`config.mk`:
```
export PLATFORM = sky130hd
export DESIGN_NAME = i2c_eeprom_slave
export DESIGN_NICKNAME = d
export VERILOG_FILES = /design/src/rtl/i2c_eeprom_slave.sv
export SDC_FILE = /design/constraint.sdc
export NUM_CORES = 2
export LEC_CHECK = 0
export CAP_MARGIN = 40
export CORE_MARGIN = 2
export CORE_UTILIZATION = 49
export CTS_CLUSTER_SIZE = 16
export DETAILED_ROUTE_END_ITERATION = 6
export PLACE_DENSITY = 0.63
export SLEW_MARGIN = 20
export SYNTH_ARGS = -nofsm -noshare
export SYNTH_HDL_FRONTEND = slang
export SYNTH_SLANG_ARGS = --single-unit
```
`constraint.sdc`:
```
create_clock -name clk -period 7.1 [get_ports clk]
set_clock_uncertainty 0.1 [all_clocks]
set_input_delay 1.775 -clock clk [delete_from_list [all_inputs] [get_ports clk]]
set_output_delay 1.775 -clock clk [all_outputs]
set_load 0.05 [all_outputs]
```
`src/rtl/i2c_eeprom_slave.sv`:
```
// I2C responder modelling a byte-addressed serial EEPROM: oversampled SCL/SDA,
// byte/page write, current-address, random and sequential read.
module i2c_eeprom_slave #(
   parameter logic [6:0] DEV_ADDR = 7'h50,
   parameter int         ADDR_W   = 8,
   parameter int         PAGE_W   = 3
) (
   input  logic              clk,
   input  logic              reset,
   input  logic              scl_i,
   input  logic              sda_i,
   output logic              sda_s2m,
   output logic              busy,
   output logic              wr_stb,
   output logic [ADDR_W-1:0] wr_addr
);

   typedef enum logic [3:0] {
      IDLE, DEV, DEV_ACK, WADDR, WADDR_ACK, WDATA, WDATA_ACK, RDATA, RD_MACK, IGNORE
   } state_t;

   // [0],[1] synchronizer stages, [2] history for edge/condition detection
   logic [2:0] scl_sh, sda_sh;
   logic       scl_s, scl_h, sda_s, sda_h;
   logic       scl_rise, scl_fall, start_c, stop_c;

   always_ff @(posedge clk or posedge reset) begin
      if (reset) begin
         scl_sh <= 3'b111;
         sda_sh <= 3'b111;
      end else begin
         scl_sh <= {scl_sh[1:0], scl_i};
         sda_sh <= {sda_sh[1:0], sda_i};
      end
   end

   assign scl_s    = scl_sh[1];
   assign scl_h    = scl_sh[2];
   assign sda_s    = sda_sh[1];
   assign sda_h    = sda_sh[2];
   assign scl_rise =  scl_s & ~scl_h;
   assign scl_fall = ~scl_s &  scl_h;
   // SCL must be stable high across both samples, so an SCL edge always wins
   assign start_c  = scl_s & scl_h &  sda_h & ~sda_s;
   assign stop_c   = scl_s & scl_h & ~sda_h &  sda_s;

   state_t            state_q, state_d;
   logic [3:0]        cnt_q, cnt_d;
   logic [7:0]        shreg_q, shreg_d;
   logic [ADDR_W-1:0] ptr_q, ptr_d;
   logic              rw_q, rw_d;
   logic              sda_q, sda_d;
   logic              busy_q, busy_d;
   logic              wr_stb_q, wr_stb_d;
   logic [ADDR_W-1:0] wr_addr_q, wr_addr_d;

   logic [7:0]        mem [0:2**ADDR_W-1];
   logic              mem_we;
   logic [7:0]        rx_byte, rd_byte;
   logic [ADDR_W-1:0] page_inc;

   assign rx_byte = {shreg_q[6:0], sda_s};
   assign rd_byte = mem[ptr_q];

   // write pointer only rolls inside its page
   always_comb begin
      page_inc = ptr_q;
      page_inc[PAGE_W-1:0] = ptr_q[PAGE_W-1:0] + PAGE_W'(1);
   end

   always_ff @(posedge clk or posedge reset) begin
      if (reset) begin
         state_q   <= IDLE;
         cnt_q     <= '0;
         shreg_q   <= '0;
         ptr_q     <= '0;
         rw_q      <= 1'b0;
         sda_q     <= 1'b1;
         busy_q    <= 1'b0;
         wr_stb_q  <= 1'b0;
         wr_addr_q <= '0;
      end else begin
         state_q   <= state_d;
         cnt_q     <= cnt_d;
         shreg_q   <= shreg_d;
         ptr_q     <= ptr_d;
         rw_q      <= rw_d;
         sda_q     <= sda_d;
         busy_q    <= busy_d;
         wr_stb_q  <= wr_stb_d;
         wr_addr_q <= wr_addr_d;
      end
   end

   always_ff @(posedge clk) begin
      if (mem_we) mem[ptr_q] <= rx_byte;
   end

   always_comb begin
      state_d   = state_q;
      cnt_d     = cnt_q;
      shreg_d   = shreg_q;
      ptr_d     = ptr_q;
      rw_d      = rw_q;
      sda_d     = sda_q;
      busy_d    = busy_q;
      wr_stb_d  = 1'b0;
      wr_addr_d = wr_addr_q;
      mem_we    = 1'b0;

      if (start_c) begin
         state_d = DEV;
         cnt_d   = '0;
         sda_d   = 1'b1;
      end else if (stop_c) begin
         state_d = IDLE;
         cnt_d   = '0;
         sda_d   = 1'b1;
         busy_d  = 1'b0;
      end else begin
         case (state_q)
            IDLE: ;
            DEV: if (scl_rise) begin
               shreg_d = rx_byte;
               cnt_d   = cnt_q + 4'd1;
               if (cnt_q == 4'd7) begin
                  cnt_d = '0;
                  rw_d  = sda_s;
                  if (rx_byte[7:1] == DEV_ADDR) begin
                     state_d = DEV_ACK;
                     busy_d  = 1'b1;
                  end else begin
                     state_d = IGNORE;
                     busy_d  = 1'b0;
                  end
               end
            end
            // cnt 0: pull low on the fall after bit 8; cnt 1: release on the 9th fall
            DEV_ACK, WADDR_ACK, WDATA_ACK: if (scl_fall) begin
               if (cnt_q == 4'd0) begin
                  sda_d = 1'b0;
                  cnt_d = 4'd1;
               end else begin
                  sda_d = 1'b1;
                  cnt_d = '0;
                  if (state_q == DEV_ACK && rw_q) begin
                     state_d = RDATA;
                     sda_d   = rd_byte[7];
                     shreg_d = {rd_byte[6:0], 1'b0};
                  end else if (state_q == DEV_ACK) begin
                     state_d = WADDR;
                  end else begin
                     state_d = WDATA;
                  end
               end
            end
            WADDR: if (scl_rise) begin
               shreg_d = rx_byte;
               cnt_d   = cnt_q + 4'd1;
               if (cnt_q == 4'd7) begin
                  cnt_d   = '0;
                  ptr_d   = ADDR_W'(rx_byte);
                  state_d = WADDR_ACK;
               end
            end
            WDATA: if (scl_rise) begin
               shreg_d = rx_byte;
               cnt_d   = cnt_q + 4'd1;
               if (cnt_q == 4'd7) begin
                  cnt_d     = '0;
                  mem_we    = 1'b1;
                  wr_stb_d  = 1'b1;
                  wr_addr_d = ptr_q;
                  ptr_d     = page_inc;
                  state_d   = WDATA_ACK;
               end
            end
            // rises count bits the master has taken; falls present the next bit
            RDATA: begin
               if (scl_rise) begin
                  cnt_d = cnt_q + 4'd1;
               end else if (scl_fall) begin
                  if (cnt_q == 4'd8) begin
                     sda_d   = 1'b1;
                     cnt_d   = '0;
                     ptr_d   = ptr_q + ADDR_W'(1);
                     state_d = RD_MACK;
                  end else begin
                     sda_d   = shreg_q[7];
                     shreg_d = {shreg_q[6:0], 1'b0};
                  end
               end
            end
            RD_MACK: if (scl_rise) begin
               if (!sda_s) begin
                  shreg_d = rd_byte;
                  cnt_d   = '0;
                  state_d = RDATA;
               end else begin
                  sda_d   = 1'b1;
                  busy_d  = 1'b0;
                  state_d = IGNORE;
               end
            end
            IGNORE: sda_d = 1'b1;
            default: state_d = IDLE;
         endcase
      end
   end

   assign sda_s2m = sda_q;
   assign busy    = busy_q;
   assign wr_stb  = wr_stb_q;
   assign wr_addr = wr_addr_q;

endmodule

```
==> results_dict.tcl <==
set metrics [dict create \
    synth_cell_types 75 \
    cp_slowest_stage_delay_ns 0.89 \
    clk_path_buf_depth 3 \
    r2r-start "ptr_q[0]" \
    synth_enable_flop_cells 2048 \
    die_w_um 413 \
    avgSynthCellArea_um2 20.0 \
    track_usage 0.260 \
    die_y_um 413 \
    port_buffers 14 \
    syn_nets 4121 \
    min_from "scl_sh[0]" \
    pre_cts_ws_ns 2.38 \
    timing.fmax_mhz 207 \
    clkSinkCount 2090 \
    busiest_layer "met2" \
    cts_tree "yes" \
    met2_usage 0.397 \
    final_layout_size_suffix_gt1_frac 0.220 \
    worstMarginPinSlew_ns 1.23 \
    setup-tns-final_ns 0 \
    synth_area_leader_cell "edfxtp_1" \
    final_nets 4302 \
    slew_headroom 0.179 \
    cp_top_family "simple AND/OR/NAND/NOR gates" \
    setup.worst_path.end_class "flop" \
    fillers 12500 \
    syn-cell-area_um2 82000 \
    grt_max_degree 211 \
    hp-class "flop to flop" \
    path_clk_slew_ns 0.06 \
    min_period_ns 4.83 \
    crit_buf_inv 2 \
    synth_flop_cell "edfxtp_1" \
    pin_count 15 \
    finalPower_mw 37.1 \
    cts_setup_buffers 0 \
    peakVddDrop_v 0.000318 \
    outcome "complete, but fails checks" \
    grt_util_met1 0.378 \
    finalSetupViolations 0 \
    gp_congestion 0.920 \
    synth_cells 4108 \
    setup_slack_ns 2.27 \
    synth_top_area_frac 0.750 \
    antenna_cells 0 \
    fin_crit_sh 0.680 \
    insertion_delay_ns 0.86 \
    reg2reg_to "shreg_q[7]" \
    clockRootBuffer "clkbuf_16" \
    hold_viol 0 \
    first_pass_iters 7 \
    slew_viol_final 0 \
    seq_area_um2 62600 \
    wl_um 221000 \
    yosysSeqAreaShare 0.763 \
    arrival_ns 5.47 \
    dp_hpwl_um 134000 \
    crit_type "flop to flop" \
    numCtsBuffers 202 \
    rows 150 \
    remaining_drc_errors 1 \
    crit_chain "buf_12 > nor2b_4 > buf_4 > a22oi_1 > nand3_1 > a31o_2 > nand4_1 > mux2_2 > and2_1 > o32a_1" \
    p_leak_nw 28.5 \
    synth_seq_cells 2090 \
    drtAntennaViolNets 0 \
    area_delta_synth_final_pct 12.5 \
    via_count 42900 \
    cts_resized 0 \
    slowest_stage "dfrtp_4" \
    whs_ns 0.265 \
    hold_buffers 0 \
    path_max_fanout 47 \
    dp.cells 6232 \
    required_ns 7.74 \
    violations "design-rule violations" \
    start_kind "flop" \
    p_per_area_nw_per_um2 403 \
    rsz0062_at_grt "no" \
    wl_per_cell_um 33.2 \
    antenna_found_initial 8 \
    fp.dieArea_um2 171000 \
    grt_overflow 0 \
    post_drt_via_cell_ratio 6.45 \
    start_util 0.492 \
    yosysWarnings 0 \
    multi_input_area_um2 18100 \
    hold_end "scl_sh[1]" \
    rrSetupSlack_ns 2.27 \
    use_met3 0.0572 \
    hold_depth 0 \
    grt_pass1_vias 41600 \
    cap_viol_max_count 0 \
    grt_pass1_wl_um 314000 \
    cts.htree.levels 4 \
    core_area_um2 167000 \
    synth_area_leaders "edfxtp_1 75%, mux4_2 11%, mux2i_1 2.9%" \
    drtIter0Drc 6310 \
    fin_cells 6653 \
    rr_worst_depth 10 \
    synth-async-reset-ratio 0.0201 \
]
## sequential cells by signal, indices dropped and copies added (netlist names)
name / flops
ptr_q: 8
wr_stb: 1
mem: 2048
scl_sh: 3
sda_s2m: 1
sda_sh: 3
rw_q: 1
shreg_q: 8
state_q: 4
busy: 1
cnt_q: 4
wr_addr: 8
## cell type report
class / instances / area share
well taps: 2204 / 0.0299
repair buffers: 227 / 0.0238
clock buffers: 245 / 0.0576
flip-flops and latches: 2090 / 0.679
inverters: 18 / 0.000733
multi-input cells: 1750 / 0.196
clock inverters: 119 / 0.0132
## stage by stage
stage | cell area (µm²) | utilization
after detailed placement | 85100 | 0.511
final | 92200 | 0.553
after CTS | 91600 | 0.550
after floorplan | 82000 | -
after global routing | 92200 | 0.553
after global placement | 84600 | 0.507
## kinds of logic after synthesis
| kind of cell | after synthesis | synth area share |
|---|---|---|
| mux | 661 | 0.144 |
| fa+ha+maj | 9 | 0.00137 |
| compound gates | 475 | 0.0410 |
| simple gates | 603 | 0.0324 |
| xor+xnor | 2 | 0.000214 |
| flops | 2090 | 0.763 |
| buf+inv | 268 | 0.0180 |
## worst max path at each step
stage	start	end	slack [ns]	depth (start not counted)
2_1_floorplan	sda_sh[1]	mem[218][0]	2.34	8
3_3_place_gp	ptr_q[1]	shreg_q[7]	2.42	9
3_5_place_dp	ptr_q[1]	shreg_q[7]	2.38	9
4_1_cts	ptr_q[1]	shreg_q[7]	2.39	9
5_1_grt	ptr_q[0]	shreg_q[7]	2.18	10
6_report	ptr_q[0]	shreg_q[7]	2.27	10
## placed cells by master, fill, tap and decap left out, drive strengths merged, types with 21 or more instances in the layout
cell and instances:
dfrtp 35, a221oi 25, edfxtp 2048, inv 21, nand3 79, mux4 411
clkbuf 245, clkinv 91, o21ai 52, mux2i 236, a22oi 182, a21oi 70
nor2 320, nand2 96, a22o 21, buf 212, o22ai 24
## cell usage after synthesis (4+ instances only)
cell type	count
o221ai_1	4
clkbuf_1	91
a211oi_1	14
dfrtp_1	35
nand3_1	79
a41oi_1	13
o32ai_1	4
buf_4	58
o211ai_1	12
and2_1	11
a31oi_1	10
nor3_1	19
o22ai_1	24
nand2_1	96
mux2i_1	236
ha_1	9
buf_6	18
nand4_1	14
mux2_2	14
o2111ai_1	5
a22o_1	21
nor2b_1	16
a221oi_1	25
and3_1	6
nor2_1	320
o21ai_0	51
nand2b_1	8
a22oi_1	182
buf_1	13
or4_1	6
inv_1	15
buf_2	68
mux4_2	411
edfxtp_1	2048
nand4b_1	4
or3_1	4
a32oi_1	4
a21oi_1	70
dfstp_2	7
nor4_1	6
## metal layers
metal  wire, µm  part of all wire
met5         52           0.00024
met4       7270             0.033
met3      23000              0.10
met2     102000              0.46
met1      88400              0.40
## power breakdown
group	switching (mW)	internal (mW)
Clock	4.64	5.96
Sequential	0.559	15.2
Combinational	7.18	3.62
Total	12.4	24.8
(Power assumes the default switching activity.)
